[src/rtl/traffic_phase_scheduler_pkg.sv]
// Shared light encodings, phase codes and a sizing helper for the intersection controller.
package traffic_pkg;

  typedef logic [2:0] light_t;

  localparam light_t GREEN  = 3'b100;
  localparam light_t YELLOW = 3'b010;
  localparam light_t RED    = 3'b001;

  typedef enum logic [2:0] {
    A_GREEN  = 3'd0,
    A_YELLOW = 3'd1,
    A_ALLRED = 3'd2,
    B_GREEN  = 3'd3,
    B_YELLOW = 3'd4,
    B_ALLRED = 3'd5,
    WALK     = 3'd6
  } phase_t;

  function automatic int unsigned max2(input int unsigned a, input int unsigned b);
    return (a > b) ? a : b;
  endfunction

endpackage

[src/rtl/traffic_phase_scheduler_if.sv]
// Sensor inputs and light outputs of the intersection, bundled for the controller.
// Handshake: none; every signal is a plain level that is valid every cycle.
interface traffic_phase_scheduler_if;
  logic                  Sa;
  logic                  Sb;
  logic                  ped_req;
  traffic_pkg::light_t   La;
  traffic_pkg::light_t   Lb;
  logic                  walk;
  traffic_pkg::phase_t   phase;

  modport master (
    output Sa, Sb, ped_req,
    input  La, Lb, walk, phase
  );

  modport slave (
    input  Sa, Sb, ped_req,
    output La, Lb, walk, phase
  );
endinterface

[src/rtl/traffic_phase_scheduler_phase_timer.sv]
// Per-phase cycle counter: clears on a phase change, otherwise counts up,
// optionally holding at a limit so long greens never wrap.
module phase_timer #(
    parameter int unsigned W = 5
) (
    input  logic         clk,
    input  logic         reset,
    input  logic         clear,
    input  logic         sat_en,
    input  logic [W-1:0] limit,
    output logic [W-1:0] cnt
);

    always_ff @(posedge clk or negedge reset) begin
        if (!reset) begin
            cnt <= '0;
        end else if (clear) begin
            cnt <= '0;
        end else if (!(sat_en && cnt >= limit)) begin
            cnt <= cnt + 1'b1;
        end
    end

endmodule

[src/rtl/traffic_phase_scheduler.sv]
// Two-street traffic light controller with min/max green, yellow and all-red clearance.
// Optional pedestrian walk phase is built when PED_WALK_EN is defined.
module traffic_phase_scheduler
  import traffic_pkg::*;
#(
    parameter int unsigned MIN_GREEN   = 4,
    parameter int unsigned MAX_GREEN   = 12,
    parameter int unsigned YELLOW_TIME = 2,
    parameter int unsigned ALLRED_TIME = 1,
    parameter int unsigned WALK_TIME   = 3
) (
    input  logic                     clk,
    input  logic                     reset,
    traffic_phase_scheduler_if.slave bus
);

    localparam int unsigned T_MAX =
        max2(max2(max2(MIN_GREEN, MAX_GREEN), max2(YELLOW_TIME, ALLRED_TIME)), WALK_TIME);
    localparam int unsigned CNT_W = $clog2(T_MAX) + 1;

    localparam logic [CNT_W-1:0] MIN_M1    = CNT_W'(MIN_GREEN - 1);
    localparam logic [CNT_W-1:0] MAX_M1    = CNT_W'(MAX_GREEN - 1);
    localparam logic [CNT_W-1:0] YELLOW_M1 = CNT_W'(YELLOW_TIME - 1);
    localparam logic [CNT_W-1:0] ALLRED_M1 = CNT_W'(ALLRED_TIME - 1);
`ifdef PED_WALK_EN
    localparam logic [CNT_W-1:0] WALK_M1   = CNT_W'(WALK_TIME - 1);
`endif

    phase_t           state;
    phase_t           state_next;
    logic [CNT_W-1:0] cnt;
    logic             ped_pending;
    logic             demand_a;
    logic             demand_b;
    logic             is_green;

    phase_timer #(.W(CNT_W)) u_timer (
        .clk    (clk),
        .reset  (reset),
        .clear  (state_next != state),
        .sat_en (is_green),
        .limit  (MAX_M1),
        .cnt    (cnt)
    );

`ifdef PED_WALK_EN
    logic next_b;

    // Clear on WALK entry dominates a same-cycle request.
    always_ff @(posedge clk or negedge reset) begin
        if (!reset) begin
            ped_pending <= 1'b0;
        end else if (state_next == WALK && state != WALK) begin
            ped_pending <= 1'b0;
        end else if (bus.ped_req && state != WALK) begin
            ped_pending <= 1'b1;
        end
    end

    // Remembers which street should get green after a walk phase.
    always_ff @(posedge clk or negedge reset) begin
        if (!reset) begin
            next_b <= 1'b1;
        end else if (state == A_GREEN) begin
            next_b <= 1'b1;
        end else if (state == B_GREEN) begin
            next_b <= 1'b0;
        end
    end
`else
    logic unused_ped_req;
    assign unused_ped_req = bus.ped_req;
    assign ped_pending    = 1'b0;
`endif

    assign demand_a = bus.Sa | ped_pending;
    assign demand_b = bus.Sb | ped_pending;
    assign is_green = (state == A_GREEN) || (state == B_GREEN);

    always_ff @(posedge clk or negedge reset) begin
        if (!reset) begin
            state <= A_GREEN;
        end else begin
            state <= state_next;
        end
    end

    always_comb begin
        state_next = state;
        bus.La     = RED;
        bus.Lb     = RED;
        bus.walk   = 1'b0;
        bus.phase  = state;
        case (state)
            A_GREEN: begin
                bus.La = GREEN;
                if (cnt >= MIN_M1 && demand_b && (!bus.Sa || cnt == MAX_M1)) begin
                    state_next = A_YELLOW;
                end
            end
            A_YELLOW: begin
                bus.La = YELLOW;
                if (cnt == YELLOW_M1) state_next = A_ALLRED;
            end
            A_ALLRED: begin
                if (cnt == ALLRED_M1) state_next = ped_pending ? WALK : B_GREEN;
            end
            B_GREEN: begin
                bus.Lb = GREEN;
                if (cnt >= MIN_M1 && demand_a && (!bus.Sb || cnt == MAX_M1)) begin
                    state_next = B_YELLOW;
                end
            end
            B_YELLOW: begin
                bus.Lb = YELLOW;
                if (cnt == YELLOW_M1) state_next = B_ALLRED;
            end
            B_ALLRED: begin
                if (cnt == ALLRED_M1) state_next = ped_pending ? WALK : A_GREEN;
            end
`ifdef PED_WALK_EN
            WALK: begin
                bus.walk = 1'b1;
                if (cnt == WALK_M1) state_next = next_b ? B_GREEN : A_GREEN;
            end
`endif
            default: state_next = A_GREEN;
        endcase
    end

endmodule

[src/flat_wrapper.sv]
// flat-port wrapper written by rule: the top's interface ports become plain ports
module traffic_phase_scheduler_flat import traffic_pkg::*;
#(
    parameter int unsigned MIN_GREEN   = 4,
    parameter int unsigned MAX_GREEN   = 12,
    parameter int unsigned YELLOW_TIME = 2,
    parameter int unsigned ALLRED_TIME = 1,
    parameter int unsigned WALK_TIME   = 3
)
  (clk, reset, bus_Sa, bus_Sb, bus_ped_req, bus_La, bus_Lb, bus_walk, bus_phase);
  traffic_phase_scheduler_if bus_i ();
  input  logic clk;
  input  logic reset;
  input wire logic [$bits(bus_i.Sa)-1:0] bus_Sa;
  input wire logic [$bits(bus_i.Sb)-1:0] bus_Sb;
  input wire logic [$bits(bus_i.ped_req)-1:0] bus_ped_req;
  output wire logic [$bits(bus_i.La)-1:0] bus_La;
  output wire logic [$bits(bus_i.Lb)-1:0] bus_Lb;
  output wire logic [$bits(bus_i.walk)-1:0] bus_walk;
  output wire logic [$bits(bus_i.phase)-1:0] bus_phase;
  assign bus_i.Sa = bus_Sa;
  assign bus_i.Sb = bus_Sb;
  assign bus_i.ped_req = bus_ped_req;
  assign bus_La = bus_i.La;
  assign bus_Lb = bus_i.Lb;
  assign bus_walk = bus_i.walk;
  assign bus_phase = bus_i.phase;
  traffic_phase_scheduler #(.MIN_GREEN(MIN_GREEN), .MAX_GREEN(MAX_GREEN), .YELLOW_TIME(YELLOW_TIME), .ALLRED_TIME(ALLRED_TIME), .WALK_TIME(WALK_TIME)) u_core (.clk(clk), .reset(reset), .bus(bus_i));
endmodule
[config.mk]
export PLATFORM = sky130hd
export DESIGN_NAME = traffic_phase_scheduler_flat
export DESIGN_NICKNAME = d
export VERILOG_FILES = /design/src/rtl/traffic_phase_scheduler_pkg.sv /design/src/rtl/traffic_phase_scheduler_if.sv /design/src/rtl/traffic_phase_scheduler_phase_timer.sv /design/src/rtl/traffic_phase_scheduler.sv /design/src/flat_wrapper.sv
export SDC_FILE = /design/constraint.sdc
export NUM_CORES = 1
export LEC_CHECK = 0
export ABC_AREA = 0
export BUFFER_PORTS_ARGS = -buffer_cell sky130_fd_sc_hd__clkbuf_2
export CAP_MARGIN = 15
export CORE_MARGIN = 5
export CORE_UTILIZATION = 33
export DETAILED_ROUTE_END_ITERATION = 8
export PLACE_DENSITY = 0.51
export SLEW_MARGIN = 20
export SYNTH_ARGS = -nofsm -noshare
export SYNTH_HDL_FRONTEND = slang
export SYNTH_SLANG_ARGS = --single-unit
[constraint.sdc]
create_clock -name clk -period 2 [get_ports clk]
set_input_delay 0.1 -clock clk [delete_from_list [all_inputs] [get_ports clk]]
set_output_delay 0.1 -clock clk [all_outputs]
set_load 0.02 [all_outputs]
==> out/qor.csv <==
stage;metric;value;unit
finish;final_common_cell;clkbuf_2;
die;core_area;0.00194;sq mm
cts;htree_levels;1;
route;wl_per_cell;12.6;microns
die;rows;16;
place;placed_area;788;sq um
finish;seqCellArea;200;sq um
sta;finalHoldViolCount;0;
route;drt-pass1-iter-count;4;
sta;slew_violations;0;
sta;finalSetupTns;0;ns
route;drc;0;
logic_synthesis;yosysSeqAreaShare;29.9;%
route;ant_nets;0;
die;io-pin-count;15;
grt;grt_pass1_wl;2590;microns
grt;antenna_found_initial;0;
grt;grt_usage;11.8;%
die;start_util;34.5;%
logic_synthesis;synthArstFlopShare;100;%
cts;ctsRootBufferMaster;clkbuf_4;
die;dieArea;0.00303;sq mm
critical_path;end_kind;flip-flop;
sta;fmax;0.534;GHz
finish;area_delta_synth_final;22.4;%
place;place_congestion;0.744;
critical_path;worst-path-max-fanout;5;
sta;fin_crit_sh;93.6;%
sta;fin_crit;1.87;ns
finish;fin_nets;108;
logic_synthesis;synthFlopType;dfrtp_1;
cts;clkSlewWorstSetupHoldPaths;0.05;ns
logic_synthesis;synth_nets;88;
sta;rsz0062_at_grt;no;
power_and_ir_drop;p_leak;0.000376;uW
logic_synthesis;synth_edf_count;0;
die;die_y;55.1;microns
cts;cts_buffers;3;
cts;cts_resized;0;
place;dpl.cell_count;121;
logic_synthesis;synth_cells;80;
critical_path;critPathKind;reg2reg;
grt;grt_pass1_vias;572;
logic_synthesis;syn-cell-area;671;sq um
finish;mostFrequentLayoutCells;clkbuf_2 (12), nor2_1 (11), dfrtp_1 (8);
finish;drive_gt1_share;27.6;%
route;wirelength;1580;microns
critical_path;cp_cell_sequence;ha_1, a21o_1, o21a_1, o31a_1, a22oi_4, a211oi_1;
critical_path;cpPeakStageDelay;0.42;ns
logic_synthesis;synth_area_per_cell;8.38;sq um
place;dp_hpwl;1260;microns
sta;finalSetupViolations;0;
job;max-cap-violations;0;
finish;nFillCells;224;
cts;cts_tree;yes;
critical_path;startpoint_type;flip-flop;
sta;skew;0.000858;ns
route;drt_iter0_drc;23;
critical_path;arrival;2.00;ns
power_and_ir_drop;peakVddDrop;0.520;mV
finish;design_area;821;sq um
route;vias;654;
cts;cts.sinks;8;
logic_synthesis;ys_seq_elements;8;
logic_synthesis;yosys_warnings;0;
status;status;complete, no violations;
logic_synthesis;yosysTopAreaCell;dfrtp_1;
critical_path;required;2.13;ns
grt;grt_overflow;0;
grt;grt_start_max_net_pins;13;
critical_path;cpMaxStageDelayCell;dfrtp_1;
logic_synthesis;netlist_top_cells_area;dfrtp_1 (30%), nor2_1 (6.2%), ha_1 (5.6%), inv_1 (3.9%), xnor2_1 (3.9%);
finish;multiInputGateArea;423;sq um
die;die_w;55.1;microns
finish;finish.cell_count_without_fillers;125;
logic_synthesis;post-synth-top-area-fraction;29.9;%
hold_path;hp-class;in2async;
cts;clock_latency;0.25;ns
place;port_buffers;12;
logic_synthesis;synth.distinct_cells;36;
finish;diodes;0;
route;routed_via_density;5.23;
power_and_ir_drop;power_density;1540;mW/mm^2
cts;cts_buffer_depth;2;
worst max-delay path, delay by kind of cell, from the launching register on:
family                   cells  cell delay, ns
adder cells (fa/ha/maj)      1            0.26
AO/OA/AOI/OAI                5            1.07
flip-flops                   1            0.42
power by group:
group,internal (uW),switching (uW),total (uW)
registers,216,63.9,280
logic,353,510,863
clock network,68.6,53.3,122
final timing paths:
check | start | end | slack (ns) | depth (start not counted)
max in group asynchronous | reset | u_core.bus.phase[0]$_DFF_PN0_ | 1.58 | 2
min in group clk | bus_Sb | u_core.bus.phase[1]$_DFF_PN0_ | 0.34 | 4
setup / recovery | u_core.u_timer.cnt[0]$_DFFE_PN0P_ | u_core.u_timer.cnt[3]$_DFFE_PN0P_ | 0.13 | 6
hold reg to reg | u_core.u_timer.cnt[3]$_DFFE_PN0P_ | u_core.u_timer.cnt[3]$_DFFE_PN0P_ | 0.61 | 2
setup reg to reg | u_core.u_timer.cnt[0]$_DFFE_PN0P_ | u_core.u_timer.cnt[3]$_DFFE_PN0P_ | 0.13 | 6
hold / removal | reset | u_core.u_timer.cnt[0]$_DFFE_PN0P_ | 0.23 | 2
cell usage after synthesis, drive strengths merged (2+ instances only):
cell	number
nor2	11
dfrtp	8
inv	7
a31oi	4
a21oi	3
buf	3
ha	3
nand2	3
nand3	3
o21a	3
o21ai	3
xnor2	3
a211oi	2
mux2i	2
nor3	2
sequential cells by signal, indices dropped and copies added, names as in the netlist:
name                cells
u_core.bus.phase        3
u_core.u_timer.cnt      5
per-stage QoR:
| stage | utilization [%] | setup slack (ns) | total power [uW] | hold slack [ns] |
|---|---|---|---|---|
| floorplan | - | 0.280 | 904 | -0.196 |
| global placement | 40.6 | 0.123 | 1150 | -0.0364 |
| detailed placement | 40.6 | 0.143 | 1150 | -0.0368 |
| CTS | 42.3 | 0.130 | 1280 | 0.226 |
| global route | 42.3 | 0.0365 | 1390 | 0.261 |
| finish | 42.3 | 0.127 | 1270 | 0.230 |
repair_timing:
item                                    CTS  global route
hold buffers                              1             0
endpoints found under the hold margin     8             0
endpoints found under the setup margin    0             0
buffers inserted                          0             0
final cells by class:
class	instances	share of cell area [%]
timing repair buffer	19	14.0
sequential	8	24.4
clock buffer	3	2.74
multi-input combinational	61	51.5
tap	27	4.12
inverter	7	3.20
cells by family after synthesis:
kind of cell,Yosys count,share of synthesized area [%]
flops,8,29.9
buf+inv,11,7.09
xor+xnor,4,5.22
fa+ha+maj,3,5.60
mux,2,2.99
other cells,1,0.559
compound gates,23,25.6
simple gates,28,23.1
metal layers:
| metal | vias to the layer above | share of wire, % | global-route usage [%] |
|---|---|---|---|
| met5 | - | 0 | 0 |
| met4 | 0 | 0 | 4.86 |
| met3 | 0 | 6.3 | 1.61 |
| met2 | 14 | 45 | 18.5 |
| met1 | 310 | 48 | 16.2 |
| li1 | 330 | - | - |
Power figures use the tool's default switching activity.
